**src/rtl/hazard_stall_ctrl.sv**
```systemverilog
`default_nettype none
// hazard_stall_ctrl: load-use bubble, branch flush and data-memory wait sequencing for the 5-stage core.
// Revision: 1.0

module hazard_stall_ctrl #(
  parameter int MEM_TIMEOUT = 15,
  parameter int CNT_W       = 16
) (
  input  logic             clk,
  input  logic             reset,
  input  logic [3:0]       id_rn,
  input  logic             id_rn_used,
  input  logic [3:0]       id_rm,
  input  logic             id_rm_used,
  input  logic [3:0]       id_rd_src,
  input  logic             id_rd_src_used,
  input  logic [3:0]       ex_rd,
  input  logic             ex_load,
  input  logic             ex_rf_en,
  input  logic             mem_req,
  input  logic             mem_ready,
  input  logic             branch_taken,
  input  logic             perf_clr,
  output logic             nop_sel,
  output logic             pc_le,
  output logic             ifid_le,
  output logic             idex_le,
  output logic             exmem_le,
  output logic             ifid_flush,
  output logic             mem_err,
  output logic [CNT_W-1:0] stall_count,
  output logic             state_o
);

  typedef enum logic {
    RUN      = 1'b0,
    MEM_WAIT = 1'b1
  } state_t;

  state_t     state;
  logic [7:0] wait_cnt;
  logic       lu;
  logic       mw;
  logic       timeout;
  logic       hold_all;

  always_comb begin
    lu = ex_load & ex_rf_en &
         ((id_rn_used     & (id_rn     == ex_rd)) |
          (id_rm_used     & (id_rm     == ex_rd)) |
          (id_rd_src_used & (id_rd_src == ex_rd)));
    mw      = mem_req & ~mem_ready;
    timeout = (state == MEM_WAIT) & ~mem_ready & (wait_cnt == 8'(MEM_TIMEOUT));
    // In MEM_WAIT the pipeline stays frozen until ready or timeout releases it.
    hold_all = (state == RUN) ? mw : ~(mem_ready | timeout);
  end

  always_comb begin
    nop_sel    = 1'b0;
    pc_le      = 1'b1;
    ifid_le    = 1'b1;
    idex_le    = 1'b1;
    exmem_le   = 1'b1;
    ifid_flush = 1'b0;
    if (reset) begin
      nop_sel  = 1'b1;
      pc_le    = 1'b0;
      ifid_le  = 1'b0;
      idex_le  = 1'b0;
      exmem_le = 1'b0;
    end else if (hold_all) begin
      pc_le    = 1'b0;
      ifid_le  = 1'b0;
      idex_le  = 1'b0;
      exmem_le = 1'b0;
    end else if (lu) begin
      nop_sel = 1'b1;
      pc_le   = 1'b0;
      ifid_le = 1'b0;
    end else if (branch_taken) begin
      ifid_flush = 1'b1;
    end
  end

  always_ff @(posedge clk) begin
    if (reset) begin
      state       <= RUN;
      wait_cnt    <= 8'd0;
      mem_err     <= 1'b0;
      stall_count <= '0;
    end else begin
      if (perf_clr)
        stall_count <= '0;
      else if (!pc_le && (stall_count != '1))
        stall_count <= stall_count + CNT_W'(1);

      case (state)
        RUN: begin
          if (mw) begin
            state    <= MEM_WAIT;
            wait_cnt <= 8'd1;
          end
        end
        MEM_WAIT: begin
          if (mem_ready) begin
            state    <= RUN;
            wait_cnt <= 8'd0;
          end else if (timeout) begin
            mem_err  <= 1'b1;
            state    <= RUN;
            wait_cnt <= 8'd0;
          end else begin
            wait_cnt <= wait_cnt + 8'd1;
          end
        end
        default: begin
          state    <= RUN;
          wait_cnt <= 8'd0;
        end
      endcase
    end
  end

  assign state_o = (state == MEM_WAIT);

endmodule

`default_nettype wire

```
**config.mk**
```make
export PLATFORM = sky130hd
export DESIGN_NAME = hazard_stall_ctrl
export DESIGN_NICKNAME = d
export VERILOG_FILES = /design/src/rtl/hazard_stall_ctrl.sv
export SDC_FILE = /design/constraint.sdc
export NUM_CORES = 1
export LEC_CHECK = 0
export CAP_MARGIN = 20
export CELL_PAD_IN_SITES_DETAIL_PLACEMENT = 2
export CELL_PAD_IN_SITES_GLOBAL_PLACEMENT = 2
export CORE_UTILIZATION = 29
export CTS_BUF_LIST = sky130_fd_sc_hd__clkbuf_8
export CTS_CLUSTER_DIAMETER = 200
export CTS_CLUSTER_SIZE = 24
export DETAILED_ROUTE_END_ITERATION = 16
export PLACE_DENSITY = 0.84
export SLEW_MARGIN = 20
export SYNTH_ARGS = -nofsm -noshare
export SYNTH_HDL_FRONTEND = slang
export SYNTH_SLANG_ARGS = --single-unit
export TNS_END_PERCENT = 1
```
**constraint.sdc**
```tcl
create_clock -name clk -period 3.43 [get_ports clk]
set_clock_uncertainty 0.05 [all_clocks]
set_input_delay 0.686 -clock clk [delete_from_list [all_inputs] [get_ports clk]]
set_output_delay 0.686 -clock clk [all_outputs]
set_load 0.01 [all_outputs]
```
* After elaboration in Yosys (flattened, before gate mapping) *
Cells that the tools add are included.

storage, ports and cells
  register bits = 26
  output and inout port bits = 24
  logic and storage cells = 51

cells by class
  add/subtract/negate cells = 2
  eq/ne operators = 6
  multiplexer cells = 21
  bitwise logic cells = 14
  reductions and logical operators = 4

operator list
  kind                                                  count
  2-to-1 mux 8 bit                                      3
  adder 16 x 1 -> 16 bit (second input constant)        1
  2-to-1 mux 1 bit                                      16
  inequality test 16 bit (second input constant)        1
  one-hot mux 8 bit (2 select lines)                    1
  equality test 4 bit                                   3
  adder 8 x 1 -> 8 bit (second input constant)          1
  AND 1 bit                                             8
  equality test 8 x 4 -> 1 bit (second input constant)  1
  inverter 1 bit                                        3
  OR 1 bit                                              3
  AND reduction 3 bit                                   1
  inequality test 2 bit (second input constant)         1
  one-hot mux 1 bit (2 select lines)                    1
  OR reduction 2 bit                                    1
  logical AND 1 bit                                     1
  logical NOT 1 bit                                     1

* Depth between registers and ports, before layout *
Gate-level depths: netlist of run 1.

  depth in word-level cells = 10
  depth in mapped cells = 8

* Worst setup path before layout of run 1 *
OpenSTA, ideal clock, no wires.

  path type = input to output
  from = in id_rn[3]
  to = out nop_sel
  setup slack = 904 ps
  arrival time = 1790 ps
  required time = 2694 ps
  buffers on the path = 0
  cell stages on the path = 4
  cell sequence = xor2_1 > nor4_2 > o31ai_2 > o21bai_1

on the way
  cells in the longest elaborated chain, start to end = 8

RTL lines
  item                 RTL line  source
  start: declaration   11        input logic [3:0] id_rn,
  equality test 4 bit  49        ((id_rn_used & (id_rn == ex_rd)) |
  AND 1 bit            49
  OR 1 bit             49
  OR 1 bit             50        (id_rm_used & (id_rm == ex_rd)) |
  AND 1 bit            48        lu = ex_load & ex_rf_en &
  2-to-1 mux 1 bit     76        end else if (lu) begin
  2-to-1 mux 1 bit     71        end else if (hold_all) begin
  2-to-1 mux 1 bit     65        if (reset) begin
  end: declaration     24        output logic nop_sel,

Every way passes these cells.

* Final worst setup path of run 1 *
  from = in ex_rd[0]
  to = out ifid_flush

on the way
  cells in the longest elaborated chain, start to end = 8
  elaborated cells on any way between the ends = 12
  those cells by class = eq/ne: 3; mux: 3; bitwise: 6

RTL lines
  item                                    RTL line  source
  start: declaration                      17        input logic [3:0] ex_rd,
  equality test 4 bit (on tied branches)  49, 50
  AND 1 bit (on tied branches)            49, 50
  OR 1 bit                                49
  OR 1 bit (*)                            50
  AND 1 bit (*)                           48
  2-to-1 mux 1 bit (*)                    76
  2-to-1 mux 1 bit (*)                    71
  2-to-1 mux 1 bit (*)                    65
  end: declaration                        29        output logic ifid_flush,

Every way passes the cells marked *; elsewhere a longest branch is shown, timed or not.

==> impl_metrics.yaml, run 1 <==
drt:
  first_iter_violations: 58
  post_drt_via_cell_ratio: 5.25
  detailedRoute.firstPassIterationCount: 4
  postRouteAntennaNets: 0
  routed_wirelength_um: 5170
  route.detailed.wl_per_inst_um: 16.6
  drc: 0
  num_vias: 1634
timing:
  period_minus_slack_ps: 3370
  final.period_utilization_pct: 98.3
  slew_viol_final: 0
  finalSetupViolCount: 0
  worst_slew_pin_slew_ps: 688
  grt_setup_unrepaired: "yes"
  timing.final.hold_violations: 0
  post_route_setup_tns_ps: 0
  maxClockFrequency_mhz: 297
  normalized_max_slew_margin_pct: 53.8
pwr:
  power.density_nw_per_um2: 303
  power.share.combinational_pct: 17.5
  power_uw: 695
  power_switching_share_pct: 24.8
  clock_power_share_pct: 38.0
  power.ir.vdd_worst_v: 0.000182
  power.internal_uw: 522
  cellLeakagePower_uw: 0.000779
  share_seq_of_total_power_pct: 44.5
  total_switching_power_uw: 172
global_route:
  pin_count_of_the_biggest_net_entering_global_routing: 18
  grt_antenna_before_repair: 0
  grt_overflow_total: 0
  globalRouteTotalUtil_pct: 18.7
  number_of_global_route_vias_before_repair: 1710
  grt_pass1_wl_um: 8930
setup_path:
  critical_path_class: "in2out"
  critical_path.startpoint_type: "input port"
  rrSetupSlack_ps: 950
  regToRegStartpoint: "state_o"
  crit_required_ps: 2690
  crit_fanout: 3
  worst_r2r_path_depth: 6
  arrival_ps: 2640
  rr_endpoint: "stall_count[4]"
  worstSetupEndpointType: "output port"
hold_path:
  hold_path_depth: 2
  end_point_of_the_worst_hold_path: "stall_count[14]"
  hold_path_class: "reg2reg"
  worst_hold_startpoint: "stall_count[14]"
yosys:
  syn_inst: 191
  synth.net_count: 220
  synth_enable_flop_cells: 0
  ys_top_cells_by_area: "sky130_fd_sc_hd__dfxtp_1, sky130_fd_sc_hd__xor2_1, sky130_fd_sc_hd__mux2i_1"
  synth_largest_area_cell: "sky130_fd_sc_hd__dfxtp_1"
  yosys_register_bits: 26
  synth_top_cell_area_share_pct: 31.9
  synth_seq_area_share_pct: 31.9
  synth-async-reset-ratio_pct: 0
  yosys_most_used_dff: "sky130_fd_sc_hd__dfxtp_1"
  ys.warnings.count: 0
  number_of_library_cell_types_mapped_by_synthesis: 45
  post_synth.cell_area_avg_um2: 8.54
  synthesis.area_um2: 1630
clock_network:
  root_buffer: "sky130_fd_sc_hd__clkbuf_8"
  cts_inserted_buffers: 3
  cts.sinks: 26
  path_clk_slew_ps: 100
  cts.htree.levels: 1
  ctsLongestPathBuffers: 2
  clock_tree_from_tritoncts: "yes"
  cts_setup_buffers: 0
  clock_latency_ps: 280
floorplanning:
  floorplan.die_area_um2: 5930
  top_level_ports: 51
  core_area_um2: 5270
  fp.dieH_um: 77.0
  initial_utilization_pct: 31.0
  die_width_um: 77.0
  num_rows: 26
cells_and_area:
  drive_above_1_share_pct: 8.71
  layout.cells.most_common: "sky130_fd_sc_hd__clkdlybuf4s50_1"
  most-common-layout-cells: "sky130_fd_sc_hd__clkdlybuf4s50_1, sky130_fd_sc_hd__dfxtp_1, sky130_fd_sc_hd__nand2_1"
  area_growth_pct: 40.6
  diodes_inserted: 0
  final_net_count: 271
place:
  routabilityCongestion: 0.764
  numPortBuffers: 50
  detailed_place_hpwl_um: 3870
job:
  drv_cap: 0
outcome:
  status: "finished, final reports clean"
cell usage after synthesis (2+ instances only):
| cell | number |
|---|---|
| sky130_fd_sc_hd__dfxtp_1 | 26 |
| sky130_fd_sc_hd__nand2_1 | 19 |
| sky130_fd_sc_hd__xor2_1 | 15 |
| sky130_fd_sc_hd__nor2_1 | 14 |
| sky130_fd_sc_hd__nand3_1 | 11 |
| sky130_fd_sc_hd__or3_1 | 10 |
| sky130_fd_sc_hd__mux2i_1 | 9 |
| sky130_fd_sc_hd__a21oi_1 | 8 |
| sky130_fd_sc_hd__and3_1 | 7 |
| sky130_fd_sc_hd__a211oi_1 | 6 |
| sky130_fd_sc_hd__clkbuf_1 | 6 |
| sky130_fd_sc_hd__o31ai_1 | 5 |
| sky130_fd_sc_hd__nand4_1 | 4 |
| sky130_fd_sc_hd__or4_1 | 4 |
| sky130_fd_sc_hd__and4_1 | 3 |
| sky130_fd_sc_hd__inv_1 | 3 |
| sky130_fd_sc_hd__nor2b_1 | 3 |
| sky130_fd_sc_hd__nor4_2 | 3 |
| sky130_fd_sc_hd__xnor2_1 | 3 |
| sky130_fd_sc_hd__a2111oi_1 | 2 |
| sky130_fd_sc_hd__and2_1 | 2 |
| sky130_fd_sc_hd__buf_4 | 2 |
| sky130_fd_sc_hd__ha_1 | 2 |
| sky130_fd_sc_hd__o21ai_1 | 2 |
| sky130_fd_sc_hd__or2_2 | 2 |
worst max-delay path, cell delays in order:
cell                              delay (ps)
sky130_fd_sc_hd__clkdlybuf4s50_1         540
sky130_fd_sc_hd__xor2_1                  310
sky130_fd_sc_hd__nor4_4                  110
sky130_fd_sc_hd__o31ai_4                 270
sky130_fd_sc_hd__and3_1                  200
sky130_fd_sc_hd__clkdlybuf4s50_1         520
per-layer routing:
layer | global-route usage (%) | up-vias | wire length, µm
li1 | - | 796 | -
met1 | 23.8 | 794 | 2280
met2 | 32.9 | 40 | 2660
met3 | 2.62 | 4 | 177
met4 | 4.53 | 0 | 44
met5 | 0 | - | 0
area by class of cell:
class | count | area, µm²
Inverter | 4 | 15.0
Clock buffer | 3 | 41.3
Clock inverter | 1 | 30.0
Multi-Input combinational cell | 151 | 1060
Timing Repair Buffer | 56 | 542
Fill cell | 618 | 2980
Tap cell | 70 | 87.6
Sequential cell | 26 | 520
worst max path at each step:
stage                             to  depth (start not counted)  startpoint  slack (ps)
final                     ifid_flush                          6    ex_rd[0]          60
after global routing      ifid_flush                          6    ex_rd[3]         -40
after CTS                    nop_sel                          7    ex_rd[2]           2
after detailed placement     nop_sel                          6    ex_rd[1]         -40
after global placement    ifid_flush                          6    ex_rd[0]           8
after floorplan              nop_sel                          4    id_rn[3]         900
stage by stage:
stage / std cells / area, µm² / hold slack [ps] / worst slack [ps] / util [%]
after floorplan: 191 / 1630 / 443 / 904 / -
after global placement: 307 / 2200 / 420 / 8.29 / 41.8
after detailed placement: 307 / 2200 / 419 / -35.1 / 41.8
after CTS: 311 / 2270 / 455 / 2.05 / 43.0
after global routing: 311 / 2290 / 479 / -43.9 / 43.5
final: 311 / 2290 / 457 / 58.0 / 43.5
power groups by stage:
| stage | logic [µW] | clock network, µW | registers, µW |
|---|---|---|---|
| floorplan | 60.6 | 0 | 315 |
| global placement | 116 | 0 | 316 |
| detailed placement | 120 | 0 | 316 |
| CTS | 119 | 268 | 309 |
| global route | 132 | 282 | 310 |
| finish | 121 | 264 | 309 |
kinds of logic after synthesis:
| logic type | share of synthesized area [%] |
|---|---|
| AO/OA/AOI/OAI | 14.2 |
| AND/OR/NAND/NOR | 32.4 |
| multiplexers | 5.52 |
| flip-flops | 31.9 |
| adder cells (fa/ha/maj) | 1.53 |
| buffers and inverters | 4.83 |
| XOR/XNOR | 9.66 |
sequential cells by signal (all words and copies together), names as in the netlist:
register     cells
wait_cnt         8
stall_count     16
state_o          1
mem_err          1
repair_timing:
| item | in CTS | in global routing |
|---|---|---|
| resized for setup | 3 | 3 |
| endpoints found under the setup margin | 4 | 2 |
| hold buffers | 0 | 0 |
| pin swaps | 2 | 0 |
(Power assumes the default switching activity.)
==> run 2, diff against run 1 <==
- CTS_CLUSTER_DIAMETER: 200 -> unset
- PLACE_DENSITY: 0.84 -> unset
- PLACE_DENSITY_LB_ADDON: unset -> 0.1
==> impl_metrics.yaml, run 2 (synthesis results as in run 1) <==
setup_path:
  crit_buf_inv: 2
  rrSetupSlack_ps: 920
  arrival_ps: 2690
  crit_chain: "clkdlybuf4s50_1 > xor2_1 > nor4_4 > o31ai_2 > and3_1 > clkdlybuf4s50_1"
  worstSetupEndpointType: "output port"
  worst_r2r_path_depth: 8
  worst-path-stages: 6
  critical_path.startpoint_type: "input port"
  critical_path_class: "in2out"
  timing.critical_path.slowest_stage_cell: "sky130_fd_sc_hd__clkdlybuf4s50_1"
  crit_fanout: 3
  rr_endpoint: "stall_count[5]"
  crit_required_ps: 2690
  critical_path.top_delay_family: "buffers and inverters"
  regToRegStartpoint: "wait_cnt[0]"
  crit_path_frequent_cell: "sky130_fd_sc_hd__clkdlybuf4s50_1"
  worst_path_largest_cell_delay_ps: 550
clock_network:
  ctsLongestPathBuffers: 2
  postCtsHoldBufs: 0
  root_buffer: "sky130_fd_sc_hd__clkbuf_8"
  cts_inserted_buffers: 3
  clock_latency_ps: 270
  cts.sinks: 26
  clock_tree_from_tritoncts: "yes"
  cts.htree.levels: 1
  path_clk_slew_ps: 100
drt:
  route.detailed.wl_per_inst_um: 17.7
  postRouteAntennaNets: 0
  post_drt_via_cell_ratio: 5.32
  num_vias: 1660
  drc: 0
  first_iter_violations: 63
  detailedRoute.firstPassIterationCount: 4
  routed_wirelength_um: 5520
place:
  dpl.cell_count: 307
  routabilityCongestion: 0.783
  detailed_place_hpwl_um: 4260
  numPortBuffers: 50
  placed_area_um2: 2200
timing:
  worst_slew_pin_slew_ps: 719
  final.period_utilization_pct: 99.9
  slew_viol_final: 0
  grt_setup_unrepaired: "yes"
  maxClockFrequency_mhz: 292
  normalized_max_slew_margin_pct: 51.7
  period_minus_slack_ps: 3430
  timing.final.hold_violations: 0
  finalSetupViolCount: 0
  fin_hold_ws_ps: 456
cells_and_area:
  final_net_count: 272
  layout.cells.most_common: "sky130_fd_sc_hd__clkdlybuf4s50_1"
  drive_above_1_share_pct: 9.09
  top_register: "stall_count"
  largest_reg_flops: 16
  most-common-layout-cells: "sky130_fd_sc_hd__clkdlybuf4s50_1, sky130_fd_sc_hd__dfxtp_1, sky130_fd_sc_hd__nand2_1"
  diodes_inserted: 0
  final_cell_count_no_fill: 312
  area_growth_pct: 40.7
  reg_top3: "stall_count x16, wait_cnt x8"
  finished_cell_area_um2: 2300
  filler_cell_count: 607
global_route:
  grt_overflow_total: 0
  number_of_global_route_vias_before_repair: 1916
  grt_pass1_wl_um: 9490
  pin_count_of_the_biggest_net_entering_global_routing: 18
  globalRouteTotalUtil_pct: 19.8
  grt_antenna_before_repair: 0
floorplanning:
  die_width_um: 77.0
  top_level_ports: 51
  core_area_um2: 5270
  floorplan.die_area_um2: 5930
  initial_utilization_pct: 31.0
  fp.dieH_um: 77.0
  num_rows: 26
pwr:
  power.ir.vdd_worst_v: 0.000136
  cellLeakagePower_uw: 0.000789
  power.density_nw_per_um2: 303
hold_path:
  hold_path_depth: 2
  end_point_of_the_worst_hold_path: "mem_err"
  worst_hold_startpoint: "mem_err"
  hold_path_class: "reg2reg"
job:
  drv_cap: 0
outcome:
  status: "finished, final reports clean"
## run 2: through the flow
stage | util [%] | worst slack, ps | setup TNS, ps | power, µW
after global placement | 41.8 | 73.6 | 0 | 432
after global routing | 43.6 | -104 | -104 | 725
after detailed placement | 41.8 | -23.7 | -33.3 | 438
final | 43.6 | 1.86 | 0 | 695
after floorplan | - | 904 | 0 | 376
after CTS | 43.2 | 14.6 | 0 | 696
## run 2: how the worst max path moves through the flow
stage	start	end	slack (ps)
after floorplan	id_rn[3]	nop_sel	900
after global placement	ex_rd[2]	ifid_flush	70
after detailed placement	ex_rd[3]	ifid_flush	-20
after CTS	ex_rd[2]	ifid_flush	10
after global routing	id_rm[0]	ifid_flush	-100
final	id_rm[0]	ifid_flush	2
## run 2: worst min-delay path, stage by stage, from the launching register on
cell and delay, ps:
sky130_fd_sc_hd__dfxtp_1 350, sky130_fd_sc_hd__a21oi_1 50, sky130_fd_sc_hd__nor2_1 80
## run 2: power by group
| part | total [µW] | internal (µW) | switching [µW] |
|---|---|---|---|
| Combinational | 123 | 62.0 | 61.5 |
| Clock | 262 | 156 | 106 |
| Sequential | 309 | 304 | 4.91 |
## run 2: area by class of cell
cell class / instances / area (µm²) / area share, %
sequential: 26 / 520 / 22.7
clock buffer: 3 / 41.3 / 1.80
multi-input combinational: 151 / 1050 / 45.7
tap: 70 / 87.6 / 3.81
inverter: 4 / 15.0 / 0.654
timing repair buffer: 57 / 552 / 24.0
clock inverter: 1 / 30.0 / 1.31
## run 2: timing repair
action	4_1_cts	5_1_grt
setup buffers	1	0
setup endpoints to repair	2	2
pin swaps	4	0
gates resized for setup	3	3
## run 2: layer usage
layer / up-vias / share of wire [%] / wire length, µm / global-route usage [%]
li1: 802 / - / - / -
met1: 816 / 42 / 2310 / 23.4
met2: 40 / 54 / 2970 / 38.1
met3: 2 / 3.9 / 213 / 2.74
met4: 0 / 0.42 / 23 / 3.21
met5: - / 0 / 0 / 0
